--- config.mk ---
export PLATFORM = sky130hd
export DESIGN_NAME = ltl_report_collector_flat
export DESIGN_NICKNAME = d
export VERILOG_FILES = /design/src/rtl/ltl_report_collector_if.sv /design/src/rtl/ltl_report_collector.sv /design/src/flat_wrapper.sv
export SDC_FILE = /design/constraint.sdc
export NUM_CORES = 1
export LEC_CHECK = 0
export ABC_AREA = 1
export CAP_MARGIN = 20
export CELL_PAD_IN_SITES_DETAIL_PLACEMENT = 1
export CELL_PAD_IN_SITES_GLOBAL_PLACEMENT = 1
export CORE_MARGIN = 2
export CORE_UTILIZATION = 30
export CTS_CLUSTER_DIAMETER = 30
export DETAILED_ROUTE_END_ITERATION = 6
export PLACE_DENSITY = 0.57
export SLEW_MARGIN = 20
export SYNTH_ARGS = -nofsm -noshare
export SYNTH_HDL_FRONTEND = slang
export SYNTH_SLANG_ARGS = --single-unit
--- constraint.sdc ---
create_clock -name clk -period 14.43 [get_ports clk]
set_clock_uncertainty 0.2 [all_clocks]
set_input_delay 2.886 -clock clk [delete_from_list [all_inputs] [get_ports clk]]
set_output_delay 2.886 -clock clk [all_outputs]
set_load 0.02 [all_outputs]
--- src/rtl/ltl_report_collector_if.sv ---
// Report stream from the collector to the monitor aggregator: valid/ready with {timestamp, report_mask}.
interface ltl_report_collector_if #(
  parameter int NUM_REPORTS = 4,
  parameter int TS_WIDTH    = 32
);
  logic                            rpt_valid;
  logic                            rpt_ready;
  logic [TS_WIDTH+NUM_REPORTS-1:0] rpt_data;

  modport master (output rpt_valid, output rpt_data, input rpt_ready);
  modport slave  (input rpt_valid, input rpt_data, output rpt_ready);
endinterface

--- src/rtl/ltl_report_collector.sv ---
// Tags non-zero report vectors with the triggering symbol index and queues them; 2-cycle run-to-valid latency.
// A full FIFO drops new events unless a pop frees the slot in the same cycle; drops are counted and flagged.
module ltl_report_collector #(
  parameter int NUM_REPORTS = 4,
  parameter int DEPTH       = 8,
  parameter int TS_WIDTH    = 32,
  parameter int CNT_WIDTH   = 16
) (
  input  logic                      clk,
  input  logic                      reset,
  input  logic                      clear,
  input  logic                      run,
  input  logic [NUM_REPORTS-1:0]    report_in,
  ltl_report_collector_if.master    rpt,
  output logic [$clog2(DEPTH):0]    fifo_level,
  output logic                      overflow,
  output logic [CNT_WIDTH-1:0]      drop_count,
  output logic                      any_report
);

  localparam int AW = $clog2(DEPTH);
  localparam int DW = TS_WIDTH + NUM_REPORTS;

  logic [TS_WIDTH-1:0] sym_idx;
  logic                run_q;
  logic [TS_WIDTH-1:0] ts_q;

  logic [AW:0]         wr_ptr;
  logic [AW:0]         rd_ptr;
  logic [DW-1:0]       mem [DEPTH];

  logic                fifo_empty;
  logic                fifo_full;
  logic                evt;
  logic                pop;
  logic                push;
  logic                drop;

  assign fifo_empty = (wr_ptr == rd_ptr);
  assign fifo_full  = (wr_ptr[AW] != rd_ptr[AW]) && (wr_ptr[AW-1:0] == rd_ptr[AW-1:0]);

  // report_in lags run by one cycle, so qualify it with the registered run.
  assign evt  = run_q && (report_in != '0) && !clear;
  assign pop  = !fifo_empty && rpt.rpt_ready && !clear;
  assign push = evt && (!fifo_full || pop);
  assign drop = evt && fifo_full && !pop;

  assign rpt.rpt_valid = !fifo_empty;
  assign rpt.rpt_data  = fifo_empty ? '0 : mem[rd_ptr[AW-1:0]];
  assign fifo_level    = wr_ptr - rd_ptr;

  always_ff @(posedge clk or posedge reset) begin
    if (reset) begin
      sym_idx <= '0;
      run_q   <= 1'b0;
      ts_q    <= '0;
    end else if (clear) begin
      sym_idx <= '0;
      run_q   <= 1'b0;
      ts_q    <= '0;
    end else begin
      run_q <= run;
      ts_q  <= sym_idx;
      if (run)
        sym_idx <= sym_idx + 1'b1;
    end
  end

  always_ff @(posedge clk or posedge reset) begin
    if (reset) begin
      wr_ptr <= '0;
      rd_ptr <= '0;
    end else if (clear) begin
      wr_ptr <= '0;
      rd_ptr <= '0;
    end else begin
      if (push)
        wr_ptr <= wr_ptr + 1'b1;
      if (pop)
        rd_ptr <= rd_ptr + 1'b1;
    end
  end

  // When full, the write slot equals the head slot; the head is read out combinationally before this edge.
  always_ff @(posedge clk) begin
    if (push)
      mem[wr_ptr[AW-1:0]] <= {ts_q, report_in};
  end

  always_ff @(posedge clk or posedge reset) begin
    if (reset) begin
      overflow   <= 1'b0;
      drop_count <= '0;
      any_report <= 1'b0;
    end else if (clear) begin
      overflow   <= 1'b0;
      drop_count <= '0;
      any_report <= 1'b0;
    end else begin
      if (evt)
        any_report <= 1'b1;
      if (drop) begin
        overflow <= 1'b1;
        if (drop_count != '1)
          drop_count <= drop_count + 1'b1;
      end
    end
  end

endmodule

--- src/flat_wrapper.sv ---
// flat-port wrapper written by rule: the top's interface ports become plain ports
module ltl_report_collector_flat 
#(
  parameter int NUM_REPORTS = 4,
  parameter int DEPTH       = 8,
  parameter int TS_WIDTH    = 32,
  parameter int CNT_WIDTH   = 16
)
  (clk, reset, clear, run, report_in, fifo_level, overflow, drop_count, any_report, rpt_rpt_valid, rpt_rpt_data, rpt_rpt_ready);
  ltl_report_collector_if #(.NUM_REPORTS(NUM_REPORTS), .TS_WIDTH(TS_WIDTH)) rpt_i ();
  input  logic clk;
  input  logic reset;
  input  logic clear;
  input  logic run;
  input  logic [NUM_REPORTS-1:0] report_in;
  output logic [$clog2(DEPTH):0] fifo_level;
  output logic overflow;
  output logic [CNT_WIDTH-1:0] drop_count;
  output logic any_report;
  output wire logic [$bits(rpt_i.rpt_valid)-1:0] rpt_rpt_valid;
  output wire logic [$bits(rpt_i.rpt_data)-1:0] rpt_rpt_data;
  input wire logic [$bits(rpt_i.rpt_ready)-1:0] rpt_rpt_ready;
  assign rpt_rpt_valid = rpt_i.rpt_valid;
  assign rpt_rpt_data = rpt_i.rpt_data;
  assign rpt_i.rpt_ready = rpt_rpt_ready;
  ltl_report_collector #(.NUM_REPORTS(NUM_REPORTS), .DEPTH(DEPTH), .TS_WIDTH(TS_WIDTH), .CNT_WIDTH(CNT_WIDTH)) u_core (.clk(clk), .reset(reset), .clear(clear), .run(run), .report_in(report_in), .rpt(rpt_i), .fifo_level(fifo_level), .overflow(overflow), .drop_count(drop_count), .any_report(any_report));
endmodule
== Word level (Yosys, flattened, before mapping) ==
Memories as Yosys holds them, arrays and structs flattened.
Index checks and enable logic that the tools add are counted.

* Output and inout port bits: 59
* RAM bits: 288
* Memories: 1
* Register bits after elaboration: 91

* Equal/unequal tests: 4
* Muxes and demuxes: 18
* Reduce and logical (&&, ||, !) cells: 21
* Add/subtract/negate cells: 5

{| class="wikitable"
|+ Memories
! memory !! words !! bits a word !! read ports !! clocked after memory_dff !! wr ports !! line !! source
|-
| u_core.mem || 8 || 36 || 1 || 0 || 1 || ltl_report_collector.sv:30 || <nowiki>logic [DW-1:0] mem [DEPTH];</nowiki>
|}

{| class="wikitable"
|+ Operators with widths
! operator !! number
|-
| 32-bit 2-to-1 mux || 3
|-
| 16-bit 2-to-1 mux || 3
|-
| 36-bit 2-to-1 mux || 1
|-
| 32-bit by 1-bit adder with 32-bit output (second input constant) || 1
|-
| 16-bit by 1-bit adder with 16-bit output (second input constant) || 1
|-
| 4-bit 2-to-1 mux || 4
|-
| 16-bit != test (second input constant) || 1
|-
| 2-bit nonzero test || 6
|-
| 4-bit by 1-bit adder with 4-bit output (second input constant) || 2
|-
| 1-bit logical AND || 8
|-
| 1-bit 2-to-1 mux || 7
|-
| 4-bit == test || 1
|-
| 1-bit logical NOT || 4
|-
| 4-bit nonzero test || 1
|-
| 4-bit subtractor || 1
|-
| 3-bit == test || 1
|-
| 2-bit AND reduction || 1
|-
| 1-bit logical OR || 1
|-
| 1-bit != test || 1
|}

== Longest topological paths before layout ==
Gate-level depths: netlist of run 1.

* Depth after elaboration: 8
* Mapped depth: 13
* Gate-level depth less buffers: 10

== Least setup slack after synthesis of run 1 ==
Ideal clock, no wire load.

* Path kind: input to register
* Start point: in clear
* End point: mem u_core.mem[6][0] (netlist bit) (enable)
* Data required time: 13.756 ns
* Stages on the path: 8
* Library setup time: 0.474 ns
* Arrival: 6.147 ns
* Path slack: 7.609 ns
* Buffers on the path: 1
* Path through: buf_2 -> inv_2 -> nand3_1 -> inv_1 -> nand2_1 -> inv_2 -> nand2_1 -> nor3_1

* Cells in the longest elaborated chain, start to end: 6
* Elaborated cells between the ends (all ways): 7

{| class="wikitable"
|+ RTL lines
! item !! line !! source
|-
| start, declared || flat_wrapper.sv:13 || <nowiki>input logic clear;</nowiki>
|-
| 1-bit logical NOT * || ltl_report_collector.sv:43, ltl_report_collector.sv:44 ||
|-
| 1-bit logical AND || ltl_report_collector.sv:44 || <nowiki>assign pop = !fifo_empty && rpt.rpt_ready && !clear;</nowiki>
|-
| 1-bit logical OR || ltl_report_collector.sv:45 || <nowiki>assign push = evt && (!fifo_full || pop);</nowiki>
|-
| 1-bit logical AND * || ltl_report_collector.sv:45 ||
|-
| 1-bit 2-to-1 mux * || ltl_report_collector.sv:86 || <nowiki>if (push)</nowiki>
|-
| 1-bit 2-to-1 mux (implied by the code) * || ltl_report_collector.sv:87 || <nowiki>mem[wr_ptr[AW-1:0]] <= {ts_q, report_in};</nowiki>
|-
| end, declared || ltl_report_collector.sv:30 ||
|}

Mark *: on every way between the ends. The rest lies on a longest branch, timed or not.

== Worst setup path after layout of run 1 ==
* Start point: reg u_core.rd_ptr[2]
* End point: out rpt_rpt_data[35]

* Cells in the longest elaborated chain, start to end: 2
* Elaborated cells between the ends (all ways): 3

{| class="wikitable"
|+ RTL lines
! item !! line !! source
|-
| start, declared || ltl_report_collector.sv:29 || <nowiki>logic [AW:0] rd_ptr;</nowiki>
|-
| start signal, assigned || ltl_report_collector.sv:80 || <nowiki>rd_ptr <= rd_ptr + 1'b1;</nowiki>
|-
| memory 8 x 36 bit or 4-bit == test (tied branches) || -- ||
|-
| 36-bit 2-to-1 mux * || ltl_report_collector.sv:49 || <nowiki>assign rpt.rpt_data = fifo_empty ? '0 : mem[rd_ptr[AW-1:0]];</nowiki>
|-
| end, declared || flat_wrapper.sv:21 || <nowiki>output wire logic [$bits(rpt_i.rpt_data)-1:0] rpt_rpt_data;</nowiki>
|}

Marks and branches as above.

==> impl_metrics.ini, run 1 <==
[floorplanning]
coreArea_um2 = 52450
start_util_pct = 30.31
die_area_um2 = 54850
chipWidth_um = 234.2
rows = 84
die_h_um = 234.2
io_pins = 68

[worst_setup_path]
cp_slowest_cell = clkinv_1
critPathLaunch = u_core.rd_ptr[2]
cp-endpoint = rpt_rpt_data[35]
cp_common_cell = nor2_1
worst_r2r_path_depth = 11
end_kind = output pin
worst-path-stages = 9
start_kind = flop
cp.required_ns = 11.34
crit_arrival_ns = 4.62
critPathMaxFanout = 37
cp.buffers_inverters = 4
r2r_slack_ns = 9.61
rr_startpoint = u_core.rd_ptr[2]
slowest_delay_ns = 0.80
criticalPathCategory = flop to output pin
crit_family = buffers and inverters
reg2reg_to = u_core.mem[4][25]
crit_chain = clkinv_1 > buf_4 > ha_1 > nand3_1 > nor2_1 > inv_2 > o21ai_1 > nor2_1 > clkdlybuf4s50_1

[synth]
synth_edf_count = 288
avgSynthCellArea_um2 = 10.87
synth_area_um2 = 15900
synthArstFlopShare_pct = 24.01
seq_area_frac_synth_pct = 68.72
ys_ff_latch = 379
syn-num-nets = 1479
synthCells = 1462
synth_cell_types = 37
synth-main-ff-cell = edfxtp_1
synth_warnings = 0

[drt]
wl_mm = 45.47
postRouteAntennaNets = 0
wl_per_cell_um = 19.51
drt_iter0_drc = 598
via_per_inst = 4.860
drc = 0
drt_first_pass_iters = 4
vias = 11320

[timing]
setup_tns_ns = 0
worstMarginPinSlew_ns = 1.049
finalCritPeriodShare_pct = 53.44
slew_headroom_pct = 29.66
slew_violations = 0
fin_crit_ns = 7.711
max_freq_ghz = 0.1297
setup_violations = 0
timing.hold.ws_ns = 0.2935
rsz0062_at_grt = no
timing_hold_violations_final = 0

[grt]
grt_pass1_wl_mm = 70.90
grt-ovfl-total = 0
grt_pass1_vias = 12100
antenna_found_initial = 0
grtUsageTotal_pct = 17.06
grt_max_degree = 96

[clock_network]
cts_tree = done
clk_path_buf_depth = 3
cts_resized = 0
cts_max_level = 3
insertion_delay_ns = 0.61
cts_buffers = 89
postCtsSetupBuffers = 0
cts_root_buffer = clkbuf_16
cts_hold_buf = 0
clkSinkCount = 379
clk_pin_slew_ns = 0.04

[layout]
nets = 1582
drive_gt1_share_pct = 12.97
regArea_um2 = 10930
n_antenna_cell = 0
multi_input_area_um2 = 4409
fillers = 5686
synthToLayoutAreaGrowth_pct = 28.13

[placed_design]
hpwl_mm = 25.78
port_buffers = 67
place.gp.congestion = 0.8026

[power]
p_leak_nw = 7.475
clkPwrFrac_pct = 57.4
p_sw_share_pct = 23.96
pwr-share-comb_pct = 8.8
ir_worst_vdd_mv = 0.07938
seqPwrFrac_pct = 33.8
cellPowerDensity_nw_per_um2 = 172.7
p_sw_uw = 842.7
intPower_mw = 2.674

[flow_run]
cap_violations = 0

[status]
outcome = completed

[worst_hold_path]
hold_class = flop to flop
[tightest hold or removal path: cells and delay by family (launching register included)]
| kind | cells | cell delay (ns) |
|---|---|---|
| DFF | 1 | 0.34 |
| and+or+nand+nor | 2 | 0.12 |
[layout by cell type (no fill, tap or decap), types with 4 or more instances in the layout]
| master | n |
|---|---|
| a21oi_1 | 16 |
| buf_4 | 18 |
| bufinv_16 | 13 |
| clkbuf_1 | 12 |
| clkbuf_16 | 89 |
| clkbuf_8 | 6 |
| clkdlybuf4s50_1 | 66 |
| clkinv_1 | 12 |
| clkinv_2 | 14 |
| clkinv_4 | 7 |
| clkinvlp_4 | 8 |
| dfrtp_1 | 88 |
| edfxtp_1 | 288 |
| ha_1 | 7 |
| inv_1 | 59 |
| inv_2 | 13 |
| inv_6 | 8 |
| nand2_1 | 160 |
| nand2_2 | 5 |
| nand3_1 | 45 |
| nand4_1 | 18 |
| nor2_1 | 347 |
| nor2_2 | 6 |
| nor2_4 | 8 |
| nor3_1 | 15 |
| nor3_2 | 4 |
| o21ai_0 | 96 |
| o21ai_1 | 107 |
| o22ai_1 | 72 |
| xor2_1 | 8 |
[per-stage QoR]
stage                     setup WS, ns  power (mW)  util (%)  cell area (µm²)  cells
after floorplan                  7.609       1.396         -            15900   1462
after global placement           7.283       1.516     32.98            17300   2162
after detailed placement         7.240       1.520     32.98            17300   2162
after CTS                        6.579       3.561     38.84            20370   2330
after global routing             6.387       3.646     38.84            20370   2330
final                            6.719       3.517     38.84            20370   2330
[power by group through the flow]
stage / sequential, mW / clock, mW / combinational (mW)
6_report: 1.19 / 2.02 / 0.309
5_1_grt: 1.19 / 2.11 / 0.343
4_1_cts: 1.19 / 2.06 / 0.316
3_3_place_gp: 1.21 / 0 / 0.310
3_5_place_dp: 1.21 / 0 / 0.314
2_1_floorplan: 1.20 / 0 / 0.199
[layer usage]
layer / part of all wire [%] / track usage [%] / vias up
met5: 0 / 0 / -
met4: 2.4 / 6.586 / 0
met3: 3.3 / 2.857 / 64
met2: 49 / 28.75 / 179
met1: 45 / 21.92 / 5737
li1: - / - / 5343
[cell type report]
class | count | area share, %
multi-input combinational | 933 | 21.65
inverter | 77 | 1.443
timing repair buffer | 85 | 3.931
sequential | 379 | 53.67
clock inverter | 61 | 3.526
clock buffer | 107 | 11.56
tap | 688 | 4.226
[registers in the layout, indices dropped and copies added (netlist names)]
signal	count
u_core.drop_count	16
u_core.run_q	1
u_core.sym_idx	32
u_core.overflow	1
u_core.any_report	1
u_core.wr_ptr	4
u_core.rd_ptr	4
u_core.mem	288
u_core.ts_q	32
[worst min-delay path by stage]
stage                  startpoint           endpoint  slack [ns]  depth (start not counted)
6_report        u_core.any_report  u_core.any_report        0.29                          2
5_1_grt         u_core.any_report  u_core.any_report        0.32                          2
4_1_cts         u_core.any_report  u_core.any_report        0.30                          2
3_5_place_dp    u_core.any_report  u_core.any_report        0.27                          2
3_3_place_gp    u_core.any_report  u_core.any_report        0.28                          2
2_1_floorplan  u_core.sym_idx[31]    u_core.ts_q[31]        0.28                          2
[cell usage after synthesis (19+ instances only)]
master	instances	area share, %
dfrtp_1	91	14
o21ai_0	96	3.0
nor2_1	351	8.3
inv_1	61	1.4
o22ai_1	72	2.8
edfxtp_1	288	54
o21ai_1	107	3.4
nand2_1	160	3.8
nand3_1	45	1.4
nor3_1	19	0.60
clkbuf_1	44	1.0
[cell families after synthesis]
| logic type | share of synthesized area [%] |
|---|---|
| and+or+nand+nor | 16.09 |
| DFF | 68.72 |
| AOI/OAI and AO/OA | 10.04 |
| buffers and inverters | 3.857 |
| xor gates and xnor gates | 0.6061 |
| adders and majority gates | 0.6768 |
Power figures use the tool's default switching activity.
==> inputs of run 2 (changes only) <==
Clock period 14.43 ns to 8.05 ns, I/O delays scaled along.
==> impl_metrics.ini, run 2 (synthesis results as in run 1) <==
[status]
outcome = completed

[timing]
worstMarginPinSlew_ns = 1.001
timing_hold_violations_final = 0
setup_violations = 0
setup_tns_ns = 0
rsz0062_at_grt = no
slew_headroom_pct = 33.24
slew_violations = 0
finalCritPeriodShare_pct = 69.53
max_freq_ghz = 0.1787
fin_crit_ns = 5.597

[clock_network]
clk_path_buf_depth = 3
cts_buffers = 84
clkSinkCount = 379
cts_tree = done
cts_root_buffer = clkbuf_16
cts_hold_buf = 0
postCtsSetupBuffers = 0
cts_resized = 0
cts_max_level = 3
insertion_delay_ns = 0.62
clk_pin_slew_ns = 0.04

[layout]
drive_gt1_share_pct = 12.09
final_cell_mix = nor2_1 (347), edfxtp_1 (288), nand2_1 (160)
fillers = 5638
final_common_cell = nor2_1
synthToLayoutAreaGrowth_pct = 26.90
nets = 1576
finish.utilization_pct = 38.47
n_antenna_cell = 0
largest_reg_flops = 288
multi_input_area_um2 = 4409
final_cells = 2317
regArea_um2 = 10930

[grt]
grt_pass1_vias = 12150
grt_pass1_wl_mm = 70.84
grtUsageTotal_pct = 17.02
grt-ovfl-total = 0
grt_max_degree = 95
antenna_found_initial = 0

[worst_setup_path]
start_kind = flop
cp.buffers_inverters = 3
crit_chain = clkinv_1 > ha_1 > nand3_1 > nor2_1 > inv_2 > o21ai_1 > nor2_1 > clkdlybuf4s50_1
cp_common_cell = nor2_1
cp_slowest_cell = clkdlybuf4s50_1
cp.required_ns = 6.24
crit_arrival_ns = 3.79
critPathMaxFanout = 37
crit_family = buffers and inverters
slowest_delay_ns = 0.67
criticalPathCategory = flop to output pin
end_kind = output pin

[drt]
wl_per_cell_um = 19.49
vias = 11250
drt_first_pass_iters = 5
drt_iter0_drc = 578
via_per_inst = 4.854
wl_mm = 45.16
postRouteAntennaNets = 0
drc = 0

[floorplanning]
die_h_um = 234.2
die_area_um2 = 54850
start_util_pct = 30.31
rows = 84
chipWidth_um = 234.2
coreArea_um2 = 52450
io_pins = 68

[power]
ir_worst_vdd_mv = 0.1381
p_leak_nw = 7.362
cellPowerDensity_nw_per_um2 = 303.3

[placed_design]
port_buffers = 67
hpwl_mm = 26.23
place.gp.congestion = 0.8064
dp_cells = 2161

[flow_run]
cap_violations = 0

[worst_hold_path]
hold_class = flop to flop
==> run 2: cell count changes in the layout (fill, tap and decap cells not counted), sizes merged <==
cell,previous run,this run
buf,19,18
bufinv,13,12
clkbuf,107,100
clkinv,35,34
clkinvlp,8,10
inv,82,77
==> run 2: final timing paths <==
check,slack (ns),cells past startpoint,end,start
setup / recovery,2.45,8,rpt_rpt_data[35],u_core.rd_ptr[2]
hold / removal,0.31,2,u_core.ts_q[31],u_core.sym_idx[31]
setup reg to reg,4.14,10,u_core.mem[4][18],u_core.rd_ptr[2]
hold reg to reg,0.31,2,u_core.ts_q[31],u_core.sym_idx[31]
max in group asynchronous,5.14,3,u_core.rd_ptr[0],reset
min in group asynchronous,1.18,2,u_core.drop_count[10],reset
==> run 2: worst min-delay path, stage by stage (launching register included) <==
cell and delay, ns:
dfrtp_1 0.38, inv_1 0.06, nor2_1 0.03
==> run 2: report_power, final <==
group	switching [mW]	total, mW	leakage, nW	internal [mW]
combinational	0.364	0.552	2.05	0.188
clock	1.10	3.44	1.38	2.34
sequential	0.0220	2.13	3.93	2.11
==> run 2: metrics by stage <==
stage          hold WS, ns  worst slack [ns]  instance area (µm²)  power [mW]
2_1_floorplan       0.2798             2.505                15900       2.502
3_3_place_gp        0.2908             2.975                17290       2.719
3_5_place_dp        0.3054             2.916                17290       2.726
4_1_cts             0.3086             2.320                20170       6.201
5_1_grt             0.3222             2.165                20170       6.348
6_report            0.3074             2.453                20170       6.118
==> run 2: routing by layer <==
layer | vias up | global-route usage [%] | part of all wire (%)
met4 | 0 | 6.369 | 2.2
met1 | 5676 | 22.32 | 46
met2 | 181 | 28.31 | 48
met5 | - | 0 | 0
li1 | 5327 | - | -
met3 | 62 | 2.772 | 3.5
==> run 2: area by class of cell <==
cell class,count,area share [%]
Sequential cell,379,54.19
Inverter,77,1.457
Clock inverter,56,3.386
Tap cell,688,4.267
Clock buffer,100,10.92
Multi-Input combinational cell,933,21.86
Timing Repair Buffer,84,3.932
